**src/rtl/avalon_mem_arbiter.sv**
```systemverilog
// Purpose: shares one Avalon-MM master port between a read-only fetch requester and a load/store requester.
// Latency: req in cycle 0 -> strobe in cycle 1 -> ack in cycle 2; each waitrequest cycle adds one.
// Backpressure: strobes are held under waitrequest; a stuck slave is aborted after TIMEOUT_CYCLES with err=1.
//
// Ports:
//   clk, reset                     clock, asynchronous active-high reset
//   i_req/i_addr -> i_ack/i_rdata/i_err              fetch requester (read only)
//   d_req/d_write/d_addr/d_wdata/d_byteenable -> d_ack/d_rdata/d_err   data requester
//   address/write/read/writedata/byteenable, waitrequest/readdata      Avalon-MM master
//   busy                           high whenever the arbiter is not idle
module avalon_mem_arbiter #(
    parameter int TIMEOUT_CYCLES = 16
) (
    input  logic        clk,
    input  logic        reset,
    input  logic        i_req,
    input  logic [31:0] i_addr,
    output logic        i_ack,
    output logic [31:0] i_rdata,
    output logic        i_err,
    input  logic        d_req,
    input  logic        d_write,
    input  logic [31:0] d_addr,
    input  logic [31:0] d_wdata,
    input  logic [3:0]  d_byteenable,
    output logic        d_ack,
    output logic [31:0] d_rdata,
    output logic        d_err,
    output logic [31:0] address,
    output logic        write,
    output logic        read,
    input  logic        waitrequest,
    output logic [31:0] writedata,
    output logic [3:0]  byteenable,
    input  logic [31:0] readdata,
    output logic        busy
);

    typedef enum logic [1:0] {IDLE, BUS_I, BUS_D, RESP} state_t;
    typedef enum logic {GRANT_FETCH, GRANT_DATA} grant_t;

    // A zero timeout still needs a one-bit counter so the declaration stays legal.
    localparam int CW = (TIMEOUT_CYCLES > 0) ? $clog2(TIMEOUT_CYCLES + 1) : 1;
    localparam logic [CW-1:0] TO_LAST = CW'((TIMEOUT_CYCLES > 0) ? TIMEOUT_CYCLES - 1 : 0);
    localparam logic [CW-1:0] CNT_MAX = '1;

    state_t          state;
    state_t          state_nxt;
    grant_t          last_grant;
    logic [CW-1:0]   tcnt;
    logic            i_elig;
    logic            d_elig;
    logic            grant_i;
    logic            grant_d;
    logic            bus_done;
    logic            bus_abort;

    always_ff @(posedge clk or posedge reset) begin
        if (reset) begin
            state <= IDLE;
        end else begin
            state <= state_nxt;
        end
    end

    always_comb begin
        state_nxt = state;
        grant_i   = 1'b0;
        grant_d   = 1'b0;
        bus_done  = 1'b0;
        bus_abort = 1'b0;
        // A requester seeing its own ack must not be re-granted on that same cycle.
        i_elig    = i_req & ~i_ack;
        d_elig    = d_req & ~d_ack;
        case (state)
            IDLE: begin
                if (i_elig && d_elig) begin
                    // Round robin: the side that did not win last time goes next.
                    if (last_grant == GRANT_FETCH) begin
                        grant_d = 1'b1;
                    end else begin
                        grant_i = 1'b1;
                    end
                end else if (d_elig) begin
                    grant_d = 1'b1;
                end else if (i_elig) begin
                    grant_i = 1'b1;
                end
                if (grant_d) begin
                    state_nxt = BUS_D;
                end else if (grant_i) begin
                    state_nxt = BUS_I;
                end
            end
            BUS_I, BUS_D: begin
                if (!waitrequest) begin
                    bus_done  = 1'b1;
                    state_nxt = RESP;
                end else if (TIMEOUT_CYCLES != 0 && tcnt == TO_LAST) begin
                    bus_abort = 1'b1;
                    state_nxt = RESP;
                end
            end
            RESP: begin
                state_nxt = IDLE;
            end
            default: begin
                state_nxt = IDLE;
            end
        endcase
    end

    always_ff @(posedge clk or posedge reset) begin
        if (reset) begin
            read       <= 1'b0;
            write      <= 1'b0;
            address    <= '0;
            writedata  <= '0;
            byteenable <= '0;
            i_ack      <= 1'b0;
            i_err      <= 1'b0;
            i_rdata    <= '0;
            d_ack      <= 1'b0;
            d_err      <= 1'b0;
            d_rdata    <= '0;
            tcnt       <= '0;
            last_grant <= GRANT_FETCH;
        end else begin
            // Acks and errors are single-cycle pulses, only raised on entry to RESP.
            i_ack <= 1'b0;
            i_err <= 1'b0;
            d_ack <= 1'b0;
            d_err <= 1'b0;

            if (grant_i) begin
                address    <= i_addr;
                writedata  <= '0;
                byteenable <= 4'hF;
                read       <= 1'b1;
                write      <= 1'b0;
                last_grant <= GRANT_FETCH;
                tcnt       <= '0;
            end else if (grant_d) begin
                address    <= d_addr;
                writedata  <= d_wdata;
                byteenable <= d_byteenable;
                read       <= ~d_write;
                write      <= d_write;
                last_grant <= GRANT_DATA;
                tcnt       <= '0;
            end

            if ((state == BUS_I || state == BUS_D) && waitrequest && tcnt != CNT_MAX) begin
                tcnt <= tcnt + 1'b1;
            end

            // Address, writedata and byteenable are left as they were; only strobes drop.
            if (bus_done || bus_abort) begin
                read  <= 1'b0;
                write <= 1'b0;
                if (state == BUS_I) begin
                    i_ack   <= 1'b1;
                    i_err   <= bus_abort;
                    i_rdata <= bus_abort ? '0 : readdata;
                end else begin
                    d_ack   <= 1'b1;
                    d_err   <= bus_abort;
                    d_rdata <= (bus_abort || write) ? '0 : readdata;
                end
            end
        end
    end

    assign busy = (state != IDLE);

endmodule

```
**config.mk**
```make
export PLATFORM = sky130hd
export DESIGN_NAME = avalon_mem_arbiter
export DESIGN_NICKNAME = d
export VERILOG_FILES = /design/src/rtl/avalon_mem_arbiter.sv
export SDC_FILE = /design/constraint.sdc
export NUM_CORES = 1
export LEC_CHECK = 0
export BUFFER_PORTS_ARGS = -buffer_cell sky130_fd_sc_hd__buf_2
export CORE_MARGIN = 2
export CORE_UTILIZATION = 47
export DETAILED_ROUTE_END_ITERATION = 7
export GPL_TIMING_DRIVEN = 0
export PLACE_DENSITY = 0.8
export SLEW_MARGIN = 25
export SYNTH_ARGS = -nofsm -noshare
export SYNTH_HDL_FRONTEND = slang
export SYNTH_SLANG_ARGS = --single-unit
```
**constraint.sdc**
```tcl
create_clock -name clk -period 5.3 [get_ports clk]
set_input_delay 0.265 -clock clk [delete_from_list [all_inputs] [get_ports clk]]
set_output_delay 0.265 -clock clk [all_outputs]
set_load 0.05 [all_outputs]
```
==> impl_results.md, run 1 <==
- Status: finished, final reports clean
- Top-area cell type share of the netlist area: 61.1%
- Port Buffers: 276
- Die Wd: 117 microns
- Tcrit/Tclk final: 43.0%
- CORE AREA: 12500 sq um
- Inserted Clock Buffers: 17
- Routed Antenna Nets: 0
- Worst setup margin: 3020 ps
- Num rows: 41
- Setup Crit Path Kind: flop to flop
- Initial antenna violation count: 2
- Ys flop type: dfrtp_1
- Max Cap Violations: 0
- Worst EP required: 5580 ps
- Clk_lat worst skew: 420 ps
- Layout Skew: 11.7 ps
- Cell variety after synth: 31
- Inst Count DP: 993
- Seq cells post-synth: 146
- Final min period: 2280 ps
- Overall Global Routing Usage: 24.8%
- Worst-Margin Slew: 538 ps
- Worst-path clk slew: 70 ps
- Pin count of the biggest net entering global routing: 87
- Worst Hold Class: input port to flop
- CTS tree: yes
- DRC violations left: 0
- Critical Path Source: tcnt[0]
- Layout area overhead: 37.0%
- Largest area contributor in the netlist: dfrtp_1
- First-pass DRT Iterations: 4
- End-of-flow core utilization: 65.5%
- Startpoint types: flop
- Unrepaired setup endpoints after global routing: false
- Crit. End Element: flop
- Final wirelength: 16900 microns
- Headroom to the max-slew limit: 63.9%
- R2r startpoint: tcnt[0]
- Final Non-Filler Cells: 1028
- Synth area leaders: dfrtp_1 61%, a22o_1 9.4%, a21oi_2 4.4%
- GPL Wtd Cong: 0.839
- DR iter-0 viols: 276
- Grt ovf: 0
- Htree depth: 4
- Vias: 5169
- FF-to-FF setup slack: 3020 ps
- Sequential element share of the synthesized area: 61.1%
- Syn Nets: 688
- Vias per Instance: 5.03
- Share of cells above drive strength 1: 43.4%
- Synthesized area: 5980 sq um
- Async S/R FF share, synth: 100%
- DR WL/cell: 16.4 microns
- Post-CTS setup buffers: 0
- Yosys warning total: 0
- Syn avg cell area: 11.0 sq um
- Setup WS pre-CTS: 3030 ps
- Starting Density: 47.8%
- Final slew viol count: 0
- Worst setup endpoint: i_rdata[4]
- Post-layout nets: 985
- Maximum clock rate: 438 MHz
- Post-synth top cells: 146 x dfrtp_1, 64 x a22o_1, 42 x nand2_1
- First-pass GRT wire length: 25900 microns
- Post-Syn Instances: 544
- Reg2reg end: i_rdata[4]
- Height of the die: 117 microns
- DP HPWL: 12500 microns
- Depth of the most critical reg-to-reg path: 8
- Die area: 13600 sq um
- Clock sink count: 146
- Largest fanout on the critical path: 10
- Setup Viol. Count Final: 0
- Final Hold Fails: 0
- # IOs: 277
- Clock root cell: clkbuf_16
- Post-synth EDFFs: 0
- Arrival @ worst endpoint: 2560 ps
- Clock Path Buffers: 2
- Most instantiated library cell after synthesis: dfrtp_1
- Vias in the first global route: 5071
-- flip-flops by register name, summed over array words and instances, names as in the netlist, 2 cells and up --
name and flops:
writedata 32, d_rdata 32, state 2, address 32
byteenable 4, i_rdata 32, tcnt 5
-- cell usage in the layout (no fill, tap or decap), drive strengths merged, types with 2 or more instances in the layout --
cell,instances
diode,2
clkbuf,31
buf,304
o22a,4
ha,6
o21a,2
clkinv,5
nor2,37
a211oi,2
nand3,40
o21ai,37
inv,50
a21oi,68
and3,2
dfrtp,146
a22o,64
nand2,42
-- per-layer routing --
layer	track usage (%)	vias up	wire, microns
li1	-	2485	-
met1	31.2	2454	7040
met2	41.0	211	8110
met3	8.03	19	1460
met4	7.84	0	291
met5	0	-	0
-- critical path, cell delays in order, from the launching register on --
cell	delay, ps
dfrtp_1	390
ha_1	200
and3_1	190
ha_1	200
inv_1	70
a211oi_1	290
buf_2	290
clkbuf_1	380
o21ai_0	140
-- layout make-up --
cell class	instances	area (sq um)
Antenna cell	2	5.00
Buffer	41	220
Clock buffer	17	425
Clock inverter	15	144
Fill cell	1034	4320
Inverter	41	161
Multi-Input combinational cell	316	1950
Sequential cell	146	3650
Tap cell	172	215
Timing Repair Buffer	278	1420
-- per-stage QoR --
step / hold WS, ps / area (sq um) / setup TNS, ps
after CTS: 49.0 / 8190 / 0
after floorplan: 369 / 5980 / 0
after global routing: 61.5 / 8200 / 0
final: 62.9 / 8200 / 0
after detailed placement: 324 / 7610 / 0
after global placement: 464 / 7580 / -76920
-- logic make-up after synthesis --
kind of cell,synth area share [%]
multiplexers,0.167
AND/OR/NAND/NOR,9.31
flip-flops,61.1
buffers and inverters,6.25
XOR/XNOR,0.146
adder cells (fa/ha/maj),1.25
AO/OA/AOI/OAI,21.8
-- worst min-delay path by stage --
| stage | startpoint | to | slack (ps) | cells past startpoint |
|---|---|---|---|---|
| after floorplan | d_write | read | 370 | 1 |
| after global placement | state[1] | state[1] | 460 | 2 |
| after detailed placement | reset | writedata[11] | 320 | 2 |
| after CTS | d_write | read | 50 | 2 |
| after global routing | d_byteenable[2] | byteenable[2] | 60 | 2 |
| final | d_write | read | 60 | 2 |
-- timing repair --
item / 4_1_cts / 5_1_grt
hold buffers: 1 / 0
endpoints found under the hold margin: 60 / 0
gates resized for setup: 0 / 0
Power of run 1 is not shown: default switching activity piles up to over one toggle a cycle in this logic, so the estimate is an artifact.
==> run 2, diff against run 1 <==
clock period = 2.2 ns   (was 5.3 ns; I/O delays follow)
==> run 2 against run 1 <==
Net effect:
- register-to-register slack lost 2900 ps
- worst setup slack got worse by 2900 ps
- clock-buffer cell count up 9
- worst hold slack got worse by 42 ps
- die area stayed put
- fmax rose by 12%
- non-clock buffer count is 126 higher
- highest routed layer unchanged
==> impl_results.md, run 2 (same netlist as run 1, synthesis figures left out) <==
- Largest stage delay, worst path: 410 ps (was 390 ps)
- Final min period: 2040 ps (was 2280 ps)
- DR WL/cell: 18.9 microns (was 16.4 microns)
- Max Cap Violations: 0 (unchanged)
- Status: finished, final reports clean (unchanged)
- CTS tree: yes (unchanged)
- Headroom to the max-slew limit: 66.1% (was 63.9%)
- Worst Hold Class: input port to flop (unchanged)
- Crit path cell chain: inv_1 -> ha_1 -> clkbuf_1 -> o21a_1 -> clkbuf_1 -> nor2_1 -> a21oi_1 (was ha_1 -> and3_1 -> ha_1 -> inv_1 -> a211oi_1 -> buf_2 -> clkbuf_1 -> o21ai_0)
- Crit path buffers/inverters: 3 (unchanged)
- Met2 routed WL: 10900 microns (was 8110 microns)
- Layout area overhead: 58.6% (was 37.0%)
- Slowest CP cell: clkbuf_1 (was dfrtp_1)
- Worst-Margin Slew: 504 ps (was 538 ps)
- DP HPWL: 12700 microns (was 12500 microns)
- Vias in the first global route: 6367 (was 5071)
- Register area: 3650 sq um (unchanged)
- Worst EP required: 2490 ps (was 5580 ps)
- First-pass DRT Iterations: 8 (was 4)
- Final wirelength: 21700 microns (was 16900 microns)
- Startpoint types: flop (unchanged)
- Height of the die: 117 microns (unchanged)
- Overall Global Routing Usage: 31.6% (was 24.8%)
- Power Density: 1770 nW/um^2
- VDD IR-drop max: 0.00115 V
- # IOs: 277 (unchanged)
- Area of the multi-input gates: 1970 sq um (was 1950 sq um)
- Layout Skew: 5.50 ps (was 11.7 ps)
- Setup Viol. Count Final: 0 (unchanged)
- DRC violations left: 0 (unchanged)
- Most frequent cells in the layout: 295 x buf_2, 146 x dfrtp_1, 122 x dlygate4sd3_1, 64 x a22o_1, 41 x nand2_1 (was 296 x buf_2, 146 x dfrtp_1, 64 x a22o_1, 42 x nand2_1)
- Setup Crit Path Kind: flop to flop (unchanged)
- Htree depth: 4 (unchanged)
- Clock Path Buffers: 2 (unchanged)
- Inst Count DP: 997 (was 993)
- GPL Wtd Cong: 0.808 (was 0.839)
- Starting Density: 47.8% (unchanged)
- Placed inst area: 7700 sq um (was 7610 sq um)
- CP delay by family, top: buffers and inverters (unchanged)
- Vias: 6115 (was 5169)
- Final Hold Fails: 0 (unchanged)
- Num rows: 41 (unchanged)
- Design Area, Final: 9490 sq um (was 8200 sq um)
- End-of-flow core utilization: 75.8% (was 65.5%)
- Clk_lat worst skew: 410 ps (was 420 ps)
- Worst-path clk slew: 60 ps (was 70 ps)
- Cell mode on critical path: clkbuf_1 (was ha_1)
- Port Buffers: 276 (unchanged)
- Die Wd: 117 microns (unchanged)
- Top routing layer in use: met4 (unchanged)
- Met1 Routed Length: 8260 microns (was 7040 microns)
- Inserted Clock Buffers: 17 (unchanged)
- Largest fanout on the critical path: 10 (unchanged)
- Pleak: 4.82 nW
- Maximum clock rate: 489 MHz (was 438 MHz)
- Post-layout nets: 1111 (was 985)
- Initial antenna violation count: 1 (was 2)
- FF-to-FF setup slack: 160 ps (was 3020 ps)
- DR iter-0 viols: 469 (was 276)
- Grt ovf: 0 (unchanged)
- Pin count of the biggest net entering global routing: 31 (was 87)
- Tcrit/Tclk final: 92.9% (was 43.0%)
- First-pass GRT wire length: 32600 microns (was 25900 microns)
- Met3 routed WL: 1890 microns (was 1460 microns)
- Arrival @ worst endpoint: 2340 ps (was 2560 ps)
- Routed Antenna Nets: 0 (unchanged)
- Share of cells above drive strength 1: 39.0% (was 43.4%)
- Final slew viol count: 0 (unchanged)
- Commonest non-fill, non-tap cell in the layout: buf_2 (unchanged)
- Die area: 13600 sq um (unchanged)
- CORE AREA: 12500 sq um (unchanged)
- Unrepaired setup endpoints after global routing: false (unchanged)
- Total power: 0.0168 W
- Final Non-Filler Cells: 1151 (was 1028)
- Fillcell total: 815 (was 1034)
- Clock sink count: 146 (unchanged)
- Vias per Instance: 5.31 (was 5.03)
- Clock root cell: clkbuf_16 (unchanged)
- Crit. End Element: flop (unchanged)
[run 2: area by class of cell]
class                      count  share of cell area [%]
sequential                   146                    38.5
timing repair buffer         404                    28.7
clock buffer                  26                    5.16
inverter                      41                    1.66
buffer                        41                    2.57
clock inverter                 4                   0.290
antenna                        1                  0.0264
tap                          172                    2.27
multi-input combinational    316                    20.8
[run 2: final timing paths]
| check | from | end | depth (start not counted) |
|---|---|---|---|
| max | state[0] | address[26] | 7 |
| min | i_addr[16] | address[16] | 3 |
| min in group asynchronous | reset | d_rdata[4] | 3 |
| min reg2reg | state[1] | state[1] | 2 |
| max in group asynchronous | reset | writedata[8] | 6 |
| max reg2reg | state[0] | address[26] | 7 |
[run 2: through the flow]
step / worst slack [ps] / setup TNS, ps / hold slack (ps)
2_1_floorplan: 257 / 0 / 214
3_3_place_gp: -655 / -95110 / 314
3_5_place_dp: -96.5 / -1590 / 88.2
4_1_cts: -60.6 / -935 / 0.505
5_1_grt: 7.60 / 0 / 5.64
6_report: 155 / 0 / 20.6
[run 2: worst min-delay path, stage by stage]
cell and delay [ps]:
buf_2 90, a21oi_2 40, a21oi_1 140
[run 2: metal layers]
| layer | vias up | global-route usage (%) |
|---|---|---|
| met3 | 59 | 9.42 |
| met2 | 358 | 54.7 |
| li1 | 2730 | - |
| met5 | - | 0 |
| met4 | 0 | 15.1 |
| met1 | 2968 | 35.9 |
[run 2: timing repair]
item,4_1_cts,5_1_grt
setup endpoints to repair,46,63
pin swaps,0,1
resized for setup,3,25
hold buffers,122,0
setup buffers,0,1
endpoints found under the hold margin,202,0
[run 2: power by group]
group          leakage, nW  internal (W)  total [W]  switching (W)
clock                0.243       0.00152    0.00255        0.00103
sequential            1.79       0.00397    0.00473       0.000757
combinational         2.78       0.00251    0.00954        0.00703
total                 4.82       0.00799     0.0168        0.00882
No activity file was read; power rests on OpenSTA's default activity.
==> run 3, diff against run 2 <==
RECOVER_POWER = 100   (was not set)
==> run 3 against run 2 <==
Net effect:
- sequential share of layout area grew 0.96 points
- non-clock buffer count stayed put
- largest power group unchanged
- clock-buffer cell count stayed put
- die area did not move
- worst setup slack better by 9.8 ps
- highest routed layer unchanged
- combinational power is 3.9% lower
- sequential power about the same
- largest cell class unchanged
- worst hold slack got worse by 3.4 ps
- power down 2.0%
- utilization fell by 1.8 points
==> impl_results.md, run 3 (same netlist as run 1, synthesis figures left out) <==
- Die area: 13600 sq um (unchanged)
- Hold worst-path end: address[31] (was address[16])
- Post-layout nets: 1111 (unchanged)
- Commonest non-fill, non-tap cell in the layout: clkbuf_1 (was buf_2)
- Inst Count DP: 997 (unchanged)
- Initial antenna violation count: 1 (unchanged)
- Worst Hold Class: input port to flop (unchanged)
- Num rows: 41 (unchanged)
- Clk_lat worst skew: 410 ps (about the same)
- DP HPWL: 12700 microns (unchanged)
- CTS tree: yes (unchanged)
- Final min period: 2030 ps (was 2040 ps)
- Sequential Power Share: 28.9% (was 28.1%)
- Final Hold Fails: 0 (unchanged)
- Largest fanout on the critical path: 10 (unchanged)
- First-pass DRT Iterations: 5 (was 8)
- Status: finished, final reports clean (unchanged)
- Layout Skew: 5.74 ps (was 5.50 ps)
- Routed Antenna Nets: 0 (unchanged)
- DR WL/cell: 18.9 microns (about the same)
- R2r startpoint: tcnt[0] (was state[0])
- Tcrit/Tclk final: 92.5% (was 92.9%)
- Layout area overhead: 54.7% (was 58.6%)
- Pleak: 4.36 nW (was 4.82 nW)
- Share of cells above drive strength 1: 24.5% (was 39.0%)
- Vias per Instance: 5.34 (was 5.31)
- DR iter-0 viols: 508 (was 469)
- Htree depth: 4 (unchanged)
- Die Wd: 117 microns (unchanged)
- Combinational share of power: 55.7% (was 56.7%)
- Setup Crit Path Kind: flop to flop (unchanged)
- Switching part of the total: 53.7% (was 52.5%)
- Fillcell total: 901 (was 815)
- Max Cap Violations: 0 (unchanged)
- Final Non-Filler Cells: 1151 (unchanged)
- Worst EP required: 2490 ps (about the same)
- CORE AREA: 12500 sq um (unchanged)
- Vias in the first global route: 6367 (unchanged)
- Grt ovf: 0 (unchanged)
- GPL Wtd Cong: 0.808 (unchanged)
- Clock share of power: 15.4% (was 15.2%)
- Worst-path clk slew: 60 ps (about the same)
- Worst-Margin Slew: 851 ps (was 504 ps)
- Clock sink count: 146 (unchanged)
- Height of the die: 117 microns (unchanged)
- Most frequent cells in the layout: 153 x clkbuf_1, 148 x buf_2, 146 x dfrtp_1, 122 x dlygate4sd3_1, 64 x a22o_1 (was 295 x buf_2, 146 x dfrtp_1, 122 x dlygate4sd3_1, 64 x a22o_1, 41 x nand2_1)
- Final slew viol count: 0 (unchanged)
- Setup Viol. Count Final: 0 (unchanged)
- Worst Hold Launch: i_addr[31] (was i_addr[16])
- First-pass GRT wire length: 32600 microns (unchanged)
- Power Density: 1780 nW/um^2 (was 1770 nW/um^2)
- # IOs: 277 (unchanged)
- Clock Path Buffers: 2 (unchanged)
- Final wirelength: 21700 microns (about the same)
- Starting Density: 47.8% (unchanged)
- Maximum clock rate: 491 MHz (was 489 MHz)
- Reg2reg end: d_rdata[15] (was address[26])
- VDD IR-drop max: 0.00111 V (was 0.00115 V)
- Crit. End Element: flop (unchanged)
- Net Sw Power: 0.00885 W (was 0.00882 W)
- DRC violations left: 0 (unchanged)
- Depth of the most critical reg-to-reg path: 8 (was 7)
- Port Buffers: 276 (unchanged)
- Hold path cells: 3 (unchanged)
- Pin count of the biggest net entering global routing: 31 (unchanged)
- Startpoint types: flop (unchanged)
- End-of-flow core utilization: 73.9% (was 75.8%)
- Arrival @ worst endpoint: 2330 ps (was 2340 ps)
- Inserted Clock Buffers: 17 (unchanged)
- FF-to-FF setup slack: 170 ps (was 160 ps)
- Clock root cell: clkbuf_16 (unchanged)
- Vias: 6148 (was 6115)
- Unrepaired setup endpoints after global routing: false (unchanged)
- Overall Global Routing Usage: 31.6% (unchanged)
- Int Power: 0.00763 W (was 0.00799 W)
- Headroom to the max-slew limit: 43.3% (was 66.1%)
==> run 3: cell types whose count changed in the layout (fill, tap and decap cells not counted) <==
cell	before	now
buf_4	5	4
clkinvlp_4	4	3
clkbuf_2	5	14
clkbuf_1	12	153
buf_16	2	1
buf_2	295	148
clkbuf_4	2	3
clkinvlp_2	0	1
buf_12	3	1
==> run 3: worst max-delay path, cell delays in order, from the launching register on <==
cell      delay [ps]
dfrtp_1          390
ha_2             210
and3_1           190
ha_2             200
inv_1             70
a21oi_2          220
nand2_2          140
clkbuf_2         230
a22o_1           280
==> run 3: worst max-delay path by stage <==
stage          startpoint            end  slack (ps)  cells past startpoint
5_1_grt           tcnt[1]     i_rdata[9]           7                      9
3_5_place_dp      tcnt[0]    i_rdata[11]        -100                      8
6_report          tcnt[0]    d_rdata[15]         170                      8
3_3_place_gp        reset  writedata[20]        -660                      2
2_1_floorplan       reset     address[0]         260                      1
4_1_cts           tcnt[0]     d_rdata[0]         -60                      8
==> run 3: power groups by stage <==
stage	clock (W)	sequential, W	combinational (W)
detailed placement	0	0.00464	0.00911
CTS	0.00257	0.00465	0.00930
floorplan	0	0.00878	0.00270
finish	0.00254	0.00476	0.00917
global route	0.00272	0.00489	0.00968
global placement	0	0.00462	0.00895
==> run 3: per-stage QoR <==
step | instance area (sq um) | hold WS [ps] | setup slack [ps] | TNS, ps | power, W
after global routing | 9250 | 5.64 | 7.07 | 0 | 0.0173
after global placement | 7580 | 314 | -655 | -95110 | 0.0136
after floorplan | 5990 | 214 | 257 | 0 | 0.0115
final | 9250 | 17.2 | 165 | 0 | 0.0165
after detailed placement | 7700 | 88.2 | -96.5 | -1590 | 0.0138
after CTS | 9440 | 0.505 | -60.6 | -935 | 0.0165
==> run 3: final cells by class <==
| class | instances | area [sq um] | share of cell area [%] |
|---|---|---|---|
| sequential | 146 | 3650 | 39.5 |
| timing repair buffer | 404 | 2500 | 27.0 |
| multi-input combinational | 316 | 1970 | 21.3 |
| clock buffer | 26 | 489 | 5.29 |
| buffer | 41 | 241 | 2.61 |
| tap | 172 | 215 | 2.33 |
| inverter | 41 | 155 | 1.68 |
| clock inverter | 4 | 27.5 | 0.297 |
| antenna | 1 | 2.50 | 0.0270 |
==> run 3: layer usage <==
metal / GRT usage, % / routed length [microns] / up-vias
met5: 0 / 0 / -
met4: 15.1 / 789 / 0
met3: 9.42 / 1890 / 68
met2: 54.7 / 10900 / 384
met1: 35.9 / 8170 / 2966
li1: - / - / 2730
==> run 3: timing repair <==
| action | 4_1_cts | 5_1_grt |
|---|---|---|
| endpoints found under the setup margin | 46 | 63 |
| hold buffers | 122 | 0 |
| pin swaps | 0 | 1 |
| resized for setup | 3 | 25 |
| hold endpoints to repair | 202 | 0 |
| buffers inserted | 0 | 1 |
